## config.mk

```make
export PLATFORM = sky130hd
export DESIGN_NAME = bcp_scan_controller
export DESIGN_NICKNAME = d
export VERILOG_FILES = /design/src/rtl/bcp_pkg.sv /design/src/rtl/bcp_impl_fifo.sv /design/src/rtl/bcp_scan_controller.sv
export SDC_FILE = /design/constraint.sdc
export NUM_CORES = 1
export LEC_CHECK = 0
export ABC_AREA = 1
export BUFFER_PORTS_ARGS = -buffer_cell sky130_fd_sc_hd__clkbuf_2
export CAP_MARGIN = 0
export CORE_MARGIN = 2
export CORE_UTILIZATION = 43
export DETAILED_ROUTE_END_ITERATION = 8
export GPL_ROUTABILITY_DRIVEN = 0
export PLACE_DENSITY = 0.58
export SLEW_MARGIN = 10
export SYNTH_ARGS = -nofsm -noshare
export SYNTH_HDL_FRONTEND = slang
export SYNTH_SLANG_ARGS = --single-unit
```

## constraint.sdc

```tcl
create_clock -name clock -period 3.2 [get_ports clock]
set_clock_uncertainty 0.05 [all_clocks]
set_input_delay 0.16 -clock clock [delete_from_list [all_inputs] [get_ports clock]]
set_output_delay 0.16 -clock clock [all_outputs]
set_load 0.01 [all_outputs]
```

## src/rtl/bcp_pkg.sv

```systemverilog
// Shared widths, implication entry type and FSM state encoding for the BCP scan controller.
package bcp_pkg;

  localparam int NUM_CLAUSE   = 1023;
  localparam int NUM_VARIABLE = 128;
  localparam int CLAUSE_W     = $clog2(NUM_CLAUSE + 1);
  localparam int VAR_W        = $clog2(NUM_VARIABLE);

  typedef struct packed {
    logic [VAR_W-1:0] var_idx;
    logic             value;
  } impl_t;

  typedef enum logic [1:0] {
    IDLE   = 2'd0,
    ISSUE  = 2'd1,
    DRAIN  = 2'd2,
    FINISH = 2'd3
  } bcp_state_e;

endpackage

```

## src/rtl/bcp_impl_fifo.sv

```systemverilog
// Synchronous implication queue with flush; head is presented from storage, never bypassed.
module bcp_impl_fifo
  import bcp_pkg::*;
#(
  parameter int DEPTH = 8
) (
  input  logic                       clock_i,
  input  logic                       reset_n_i,
  input  logic                       flush_i,
  input  logic                       push_i,
  input  impl_t                      push_data_i,
  input  logic                       pop_i,
  output impl_t                      head_o,
  output logic [$clog2(DEPTH+1)-1:0] count_o,
  output logic                       full_o,
  output logic                       empty_o
);

  localparam int PTR_W = (DEPTH > 1) ? $clog2(DEPTH) : 1;
  localparam int CNT_W = $clog2(DEPTH + 1);

  impl_t            mem_q [DEPTH];
  logic [PTR_W-1:0] wr_ptr_q;
  logic [PTR_W-1:0] rd_ptr_q;
  logic [CNT_W-1:0] count_q;
  logic             do_push;
  logic             do_pop;

  assign empty_o = (count_q == '0);
  assign full_o  = (count_q == CNT_W'(DEPTH));
  assign do_pop  = pop_i && !empty_o;
  // A full queue still accepts a push when the head leaves in the same cycle.
  assign do_push = push_i && (!full_o || do_pop);

  always_ff @(posedge clock_i) begin
    if (do_push && !flush_i) begin
      mem_q[wr_ptr_q] <= push_data_i;
    end
  end

  always_ff @(posedge clock_i or negedge reset_n_i) begin
    if (!reset_n_i) begin
      wr_ptr_q <= '0;
      rd_ptr_q <= '0;
      count_q  <= '0;
    end else if (flush_i) begin
      wr_ptr_q <= '0;
      rd_ptr_q <= '0;
      count_q  <= '0;
    end else begin
      if (do_push) wr_ptr_q <= wr_ptr_q + 1'b1;
      if (do_pop)  rd_ptr_q <= rd_ptr_q + 1'b1;
      case ({do_push, do_pop})
        2'b10:   count_q <= count_q + 1'b1;
        2'b01:   count_q <= count_q - 1'b1;
        default: count_q <= count_q;
      endcase
    end
  end

  assign head_o  = empty_o ? '0 : mem_q[rd_ptr_q];
  assign count_o = count_q;

endmodule

```

## src/rtl/bcp_scan_controller.sv

```systemverilog
// Sequences one BCP pass over the clause store. Optional duplicate-implication filtering
// is built when BCP_DEDUP_EN is defined.
module bcp_scan_controller
  import bcp_pkg::*;
#(
  parameter int EVAL_LATENCY = 2,
  parameter int FIFO_DEPTH   = 8
) (
  input  logic                clock,
  input  logic                reset_n,
  input  logic                start,
  input  logic [CLAUSE_W-1:0] num_clause,
  output logic                busy,
  output logic                done,
  output logic                conflict,
  output logic [CLAUSE_W-1:0] conflict_clause,
  output logic                issue_valid,
  output logic [CLAUSE_W-1:0] issue_idx,
  input  logic                res_valid,
  input  logic                res_unit,
  input  logic [VAR_W-1:0]    res_var,
  input  logic                res_value,
  input  logic                res_false,
  output logic                impl_valid,
  input  logic                impl_ready,
  output logic [VAR_W-1:0]    impl_var,
  output logic                impl_value,
  output bcp_state_e          dbg_state_o
);

  localparam int CNT_W = $clog2(FIFO_DEPTH + 1);

  // Handshakes: the datapath takes every issue_valid cycle (no back-pressure) and returns
  // res_valid exactly EVAL_LATENCY cycles later; an implication transfers on impl_valid & impl_ready.
  bcp_state_e          state_q, state_d;
  logic [CLAUSE_W-1:0] num_q, num_d;
  logic [CLAUSE_W-1:0] cnt_q, cnt_d;
  logic [CLAUSE_W-1:0] cclause_q, cclause_d;
  logic                conflict_q, conflict_d;
  logic [CNT_W-1:0]    inflight_q, inflight_d;
  logic [CLAUSE_W-1:0] idx_pipe_q [EVAL_LATENCY];

  logic [CNT_W-1:0]    fifo_count;
  logic                fifo_full;
  logic                fifo_empty;
  impl_t               fifo_head;
  impl_t               push_data;

  logic res_live, res_retire, dup_same, dup_opp, push_unit, conflict_now;
  logic credit_ok, issue_fire, start_acc;

  // Results after a conflict are retired from the in-flight count but otherwise discarded.
  assign res_retire = res_valid && (inflight_q != '0);
  assign res_live   = res_retire && !conflict_q;
  assign start_acc  = (state_q == IDLE) && start;

`ifdef BCP_DEDUP_EN
  logic [NUM_VARIABLE-1:0] implied_q;
  logic [NUM_VARIABLE-1:0] polarity_q;

  assign dup_same = implied_q[res_var] && (polarity_q[res_var] == res_value);
  assign dup_opp  = implied_q[res_var] && (polarity_q[res_var] != res_value);

  always_ff @(posedge clock or negedge reset_n) begin
    if (!reset_n) begin
      implied_q  <= '0;
      polarity_q <= '0;
    end else if (start_acc) begin
      implied_q  <= '0;
      polarity_q <= '0;
    end else if (push_unit) begin
      implied_q[res_var]  <= 1'b1;
      polarity_q[res_var] <= res_value;
    end
  end
`else
  assign dup_same = 1'b0;
  assign dup_opp  = 1'b0;
`endif

  assign push_unit    = res_live && res_unit && !res_false && !dup_same && !dup_opp;
  assign conflict_now = res_live && (res_false || (res_unit && dup_opp));
  // Every in-flight result is reserved a queue slot, so a push can never overflow.
  assign credit_ok    = !fifo_full && ((int'(fifo_count) + int'(inflight_q) + 1) <= FIFO_DEPTH);
  assign issue_fire   = (state_q == ISSUE) && credit_ok && !conflict_now;

  always_comb begin
    inflight_d = inflight_q;
    if (issue_fire && !res_retire) begin
      inflight_d = inflight_q + 1'b1;
    end else if (!issue_fire && res_retire) begin
      inflight_d = inflight_q - 1'b1;
    end
  end

  always_comb begin
    state_d    = state_q;
    num_d      = num_q;
    cnt_d      = cnt_q;
    conflict_d = conflict_q;
    cclause_d  = cclause_q;
    unique case (state_q)
      IDLE: begin
        if (start) begin
          num_d      = num_clause;
          cnt_d      = '0;
          conflict_d = 1'b0;
          state_d    = (num_clause == '0) ? FINISH : ISSUE;
        end
      end
      ISSUE: begin
        if (issue_fire) begin
          cnt_d = cnt_q + 1'b1;
          if (cnt_q == num_q - 1'b1) state_d = DRAIN;
        end
      end
      DRAIN:   if (inflight_d == '0) state_d = FINISH;
      FINISH:  state_d = IDLE;
      default: state_d = IDLE;
    endcase
    if (conflict_now) begin
      conflict_d = 1'b1;
      cclause_d  = idx_pipe_q[EVAL_LATENCY-1];
      if (state_q == ISSUE) state_d = DRAIN;
    end
  end

  always_ff @(posedge clock or negedge reset_n) begin
    if (!reset_n) begin
      state_q    <= IDLE;
      num_q      <= '0;
      cnt_q      <= '0;
      conflict_q <= 1'b0;
      cclause_q  <= '0;
      inflight_q <= '0;
      for (int i = 0; i < EVAL_LATENCY; i++) idx_pipe_q[i] <= '0;
    end else begin
      state_q    <= state_d;
      num_q      <= num_d;
      cnt_q      <= cnt_d;
      conflict_q <= conflict_d;
      cclause_q  <= cclause_d;
      inflight_q <= inflight_d;
      // Index delay line lines up with res_valid so the conflicting clause is exact.
      idx_pipe_q[0] <= cnt_q;
      for (int i = 1; i < EVAL_LATENCY; i++) idx_pipe_q[i] <= idx_pipe_q[i-1];
    end
  end

  assign push_data = '{var_idx: res_var, value: res_value};

  bcp_impl_fifo #(
    .DEPTH (FIFO_DEPTH)
  ) u_impl_fifo (
    .clock_i     (clock),
    .reset_n_i   (reset_n),
    .flush_i     (conflict_now),
    .push_i      (push_unit),
    .push_data_i (push_data),
    .pop_i       (impl_ready),
    .head_o      (fifo_head),
    .count_o     (fifo_count),
    .full_o      (fifo_full),
    .empty_o     (fifo_empty)
  );

  assign busy            = (state_q != IDLE);
  assign done            = (state_q == FINISH);
  assign conflict        = conflict_q;
  assign conflict_clause = cclause_q;
  assign issue_valid     = issue_fire;
  assign issue_idx       = cnt_q;
  assign impl_valid      = !fifo_empty;
  assign impl_var        = fifo_head.var_idx;
  assign impl_value      = fifo_head.value;
  assign dbg_state_o     = state_q;

endmodule

```

==> results.cfg, run 1 <==
[run_status]
status = finished clean

[finish]
final_common_cell = nand2_1
antennaDiodeCount = 0
drive_gt1_share_pct = 17.3
area_growth_pct = 22.5
fillerInstances = 1182
finalNetCount = 732
final_util_pct = 54.4
regArea_mm2 = 0.00360
multiInputGateArea_mm2 = 0.00204
layout.cells.most_common_list = nand2_1 (123), nor2_1 (77), dfrtp_1 (67), o21ai_0 (66), edfxtp_1 (64)

[floorplanning]
io_pins = 60
coreArea_mm2 = 0.0133
initial_core_util_pct = 44.4
die_w_um = 121
num_rows = 42
dieArea_mm2 = 0.0147
die_y_um = 121

[route]
final_antenna_net_count = 0
dr_total_vias = 4411
drt-initial-drc-count = 298
avgRoutedWirePerCell_um = 14.5
route.detailed.drc = 0
dr.pass1.iters = 5
vias_per_cell = 5.00
drt_wl_total_mm = 12.8

[synthesis]
synth_cell_types = 37
synth.avg_cell_area_um2 = 9.83
yosys_warnings = 0
seq_area_frac_synth_pct = 60.7
synth_nets = 641
ys_ff_latch = 131
synth_area_mm2 = 0.00593
synth_edf_count = 64
synth_flop_cell = dfrtp_1
synthCells = 603
async_reset_ff_share_pct = 51.1

[timing]
period_needed_ns = 2.85
grt_setup_unrepaired = no
finalCritPeriodShare_pct = 89.0
slew_headroom_pct = 38.3
maxSlewViolCount = 0
setup_violations = 0
fmax_ghz = 0.351
finalHoldViolCount = 0
tns_ns = 0
hold_slack_ns = 0.00859
max_slew.worst_pin.slew_ns = 0.926

[critical_path]
crit_type = flop to output pin
crit_path_max_fanout = 18
crit_path_start_kind = flop
crit_path_max_incr_delay_ns = 0.63
ff2ff_setup_slack_ns = 0.43
endpoint_kind = output pin
crit_path_frequent_cell = o21ai_0
path_cells = inv_1, o21ai_0, o22ai_1, o21ai_0, a31oi_1, clkbuf_2
cp.arrival_ns = 2.64
required_ns = 2.99
critPathBufInv = 2
slowest_stage = dfrtp_1
cpLargestDelayFamily = compound AO/OA/AOI/OAI gates

[global_routing]
antenna_found_initial = 0
overflow = 0
grt_max_degree = 43
grt_pass1_vias = 4427
grt_pass1_wl_mm = 21.4
grt_use_total_pct = 19.1

[clocking]
cts_root_buffer = clkbuf_16
clk_pin_slew_ns = 0.06
clock_path_buffers = 2
postCtsSetupBuffers = 0
postCtsHoldBufs = 17
ctsResizeCount = 0
cts_buffers = 17
clkLatencyLatePin_ns = 0.42
cts_tree = done
clock_sinks = 131
htree_levels = 4

[power_and_ir_drop]
finalPower_uw = 6850
p_comb_share_pct = 36.7
p_leak_uw = 0.00329
p_clk_share_pct = 28.9
p_per_area_mw_per_mm2 = 944
vdd_drop_max_uv = 505
seqPwrFrac_pct = 34.3
internal_power_uw = 4190
p_switching_uw = 2660
swShare_pct = 38.8

[run]
drv_cap = 0

[min_path]
hp-class = primary input to flop

[placement]
io_buffers = 59
hpwl_mm = 8.82
[layout make-up]
class                   count  area share, %
clock buffers              23           7.62
clock inverters             9          0.999
inverters                  61           3.15
multi-input cells         396           28.1
flip-flops and latches    131           49.6
well taps                 176           3.03
repair buffers             87           7.55
[stage by stage]
step	instance area [um^2]	instances	setup WS, ns
6_report	7260	883	0.351
5_1_grt	7260	883	0.138
4_1_cts	7260	883	0.345
3_3_place_gp	6460	834	0.553
2_1_floorplan	5930	603	0.758
3_5_place_dp	6460	834	0.476
[power groups by stage]
stage / sequential, uW / clock, uW / combinational, uW
2_1_floorplan: 2300 / 0 / 1830
3_3_place_gp: 2370 / 0 / 2470
3_5_place_dp: 2380 / 0 / 2520
4_1_cts: 2350 / 2020 / 2540
5_1_grt: 2390 / 2090 / 2900
6_report: 2350 / 1980 / 2520
[flip-flops by register name (all words and copies together), names as in the netlist]
name / cells
u_impl_fifo.wr_ptr_q: 3
dbg_state_o: 2
u_impl_fifo.count_o: 4
conflict_clause: 10
u_impl_fifo.rd_ptr_q: 3
conflict: 1
inflight_q: 4
issue_idx: 10
num_q: 10
idx_pipe_q: 20
u_impl_fifo.mem_q: 64
[cells by family (layout without fill, tap and decap cells)]
logic type / count (synthesis) / count (layout) / share of synthesized area, %
and+or+nand+nor: 270 / 270 / 20.3
DFF: 131 / 131 / 60.7
AOI/OAI and AO/OA: 98 / 98 / 8.97
buffers and inverters: 76 / 180 / 4.92
xor gates and xnor gates: 15 / 15 / 2.22
adders and majority gates: 13 / 13 / 2.87
[worst register-to-register path, cell delays in order, from the launching register on]
cell and delay (ns):
dfrtp_1 0.41, inv_1 0.12, nand2_1 0.10, nor3_1 0.16
clkinv_1 0.29, nand2_1 0.22, inv_1 0.10, nand2_1 0.15
inv_1 0.11, ha_1 0.33, a21oi_1 0.13, nand2_1 0.07
xor2_1 0.16, xor2_1 0.15, o22ai_1 0.09
[per-layer routing]
metal  GRT usage, %  up-vias  part of all wire (%)
li1               -     2220                     -
met3           4.32       18                   3.6
met1           24.7     2081                    48
met5              0        -                     0
met2           30.8       92                    47
met4           8.55        0                   1.8
[final timing paths]
kind,start,endpoint,cells past startpoint
setup / recovery,u_impl_fifo.rd_ptr_q[1],impl_var[6],6
hold / removal,res_var[2],u_impl_fifo.mem_q[6][3],1
setup reg to reg,u_impl_fifo.count_o[0],u_impl_fifo.count_o[3],14
hold reg to reg,idx_pipe_q[13],idx_pipe_q[3],0
max in group asynchronous,reset_n,conflict_clause[5],3
min in group asynchronous,reset_n,num_q[4],2
[cell usage after synthesis (8+ instances only)]
master,instances,area share [%]
nand3_1,38,3.2
edfxtp_1,64,32
o22ai_1,10,1.1
a31oi_1,8,0.84
ha_1,12,2.5
o21ai_0,66,5.6
clkbuf_1,12,0.76
xor2_1,9,1.3
nand2_1,123,7.8
nor2_1,77,4.9
inv_1,55,3.5
dfrtp_1,67,28
a21oi_1,9,0.76
nor3_1,8,0.68
(Power assumes the default switching activity.)
==> inputs of run 2 (changes only) <==
Settings changed: CORE_UTILIZATION 43 to 59, CTS_BUF_LIST set to sky130_fd_sc_hd__clkbuf_16, PLACE_DENSITY 0.58 to 0.77.
==> results.cfg, run 2 (synthesized netlist as in run 1, its figures left out) <==
[clocking]
htree_levels = 4
clkLatencyLatePin_ns = 0.41
cts_root_buffer = clkbuf_16
clk_pin_slew_ns = 0.06
clock_sinks = 131
ctsResizeCount = 0
clock_path_buffers = 2
cts_buffers = 17
cts_tree = done

[timing]
slew_headroom_pct = 45.3
finalHoldViolCount = 0
fmax_ghz = 0.362
period_needed_ns = 2.76
setup_violations = 0
grt_setup_unrepaired = no
maxSlewViolCount = 0
tns_ns = 0
finalCritPeriodShare_pct = 86.3
max_slew.worst_pin.slew_ns = 0.820
hold_slack_ns = 0.00707

[run_status]
status = finished clean

[global_routing]
overflow = 0
grt_pass1_wl_mm = 22.0
grt_use_total_pct = 26.2
antenna_found_initial = 0
grt_max_degree = 68
grt_pass1_vias = 4682

[critical_path]
crit_path_max_fanout = 10
crit_path_start_kind = flop
crit_type = flop to flop
required_ns = 3.47
endpoint_kind = flop
cp.arrival_ns = 3.03

[power_and_ir_drop]
vdd_drop_max_uv = 590
p_switching_uw = 2720
p_comb_share_pct = 39.0
seqPwrFrac_pct = 33.9
p_leak_uw = 0.00323
p_clk_share_pct = 27.1
swShare_pct = 40.1
internal_power_uw = 4050
finalPower_uw = 6770
p_per_area_mw_per_mm2 = 957

[finish]
regMostFlops = u_impl_fifo.mem_q
finalNetCount = 724
regArea_mm2 = 0.00360
fillerInstances = 712
area_growth_pct = 19.4
multiInputGateArea_mm2 = 0.00204
layout.cells.most_common_list = nand2_1 (123), nor2_1 (77), dfrtp_1 (67), o21ai_0 (66), edfxtp_1 (64)
drive_gt1_share_pct = 17.0
largest_reg_flops = 64
final_common_cell = nand2_1
final_util_pct = 72.4
instances_no_fill = 832
antennaDiodeCount = 0
reg.largest.list = u_impl_fifo.mem_q x64, idx_pipe_q x20

[placement]
io_buffers = 59
hpwl_mm = 8.74
dp_cells = 789

[route]
drt_wl_total_mm = 13.3
dr.pass1.iters = 5
avgRoutedWirePerCell_um = 16.0
final_antenna_net_count = 0
dr_total_vias = 4595
drt-initial-drc-count = 336
vias_per_cell = 5.52
route.detailed.drc = 0

[floorplanning]
io_pins = 60
coreArea_mm2 = 0.00977
dieArea_mm2 = 0.0109
initial_core_util_pct = 60.7
die_w_um = 104
die_y_um = 104
num_rows = 36

[min_path]
hp-class = primary input to flop

[run]
drv_cap = 0
==> run 2: power by group through the flow <==
stage,clock [uW],combinational [uW],sequential (uW)
after floorplan,0,1830,2300
after global placement,0,2490,2310
after detailed placement,0,2580,2320
after CTS,1850,2640,2290
after global routing,1930,2980,2330
final,1830,2640,2300
==> run 2: layout make-up <==
class	instances	share of cell area [%]
clock buffer	19	6.72
clock inverter	13	1.36
inverter	61	3.23
multi-input combinational	396	28.8
sequential	131	50.8
tap	133	2.35
timing repair buffer	79	6.68
==> run 2: final timing paths <==
| kind | end | cells after the start | start | slack, ns |
|---|---|---|---|---|
| worst max-delay path | u_impl_fifo.count_o[3] | 14 | u_impl_fifo.count_o[1] | 0.44 |
| worst min-delay path | dbg_state_o[1] | 3 | start | 0.007 |
| max in group asynchronous | u_impl_fifo.count_o[2] | 3 | reset_n | 2.11 |
| worst max register to register | u_impl_fifo.count_o[3] | 14 | u_impl_fifo.count_o[1] | 0.44 |
| min in group asynchronous | idx_pipe_q[6] | 3 | reset_n | 0.45 |
| worst min register to register | idx_pipe_q[9] | 0 | idx_pipe_q[19] | 0.30 |
==> run 2: repair_timing <==
item | 4_1_cts | 5_1_grt
hold buffers | 11 | 0
buffers inserted | 0 | 0
endpoints found under the hold margin | 77 | 0
==> run 2: critical path, stage by stage, from the launching register on <==
cell and delay, ns:
dfrtp_1 0.45, inv_1 0.10, nand2_1 0.09, nor3_1 0.16, clkinv_1 0.27, nand2_1 0.20
inv_1 0.10, nand2_1 0.15, inv_1 0.12, ha_1 0.34, a21oi_1 0.13, nand2_1 0.07
xor2_1 0.15, xor2_1 0.16, o22ai_1 0.13
==> run 2: per-stage QoR <==
step	cell area, um^2	setup WS [ns]
floorplan	5930	0.758
global placement	6400	0.619
detailed placement	6400	0.459
CTS	7080	0.452
global route	7080	0.205
finish	7080	0.440
==> run 2: routing by layer <==
metal	track usage, %	wire length [um]	up-vias
li1	-	-	2206
met1	32.8	5470	2179
met2	43.7	6690	184
met3	8.15	961	26
met4	8.88	216	0
met5	0	0	-
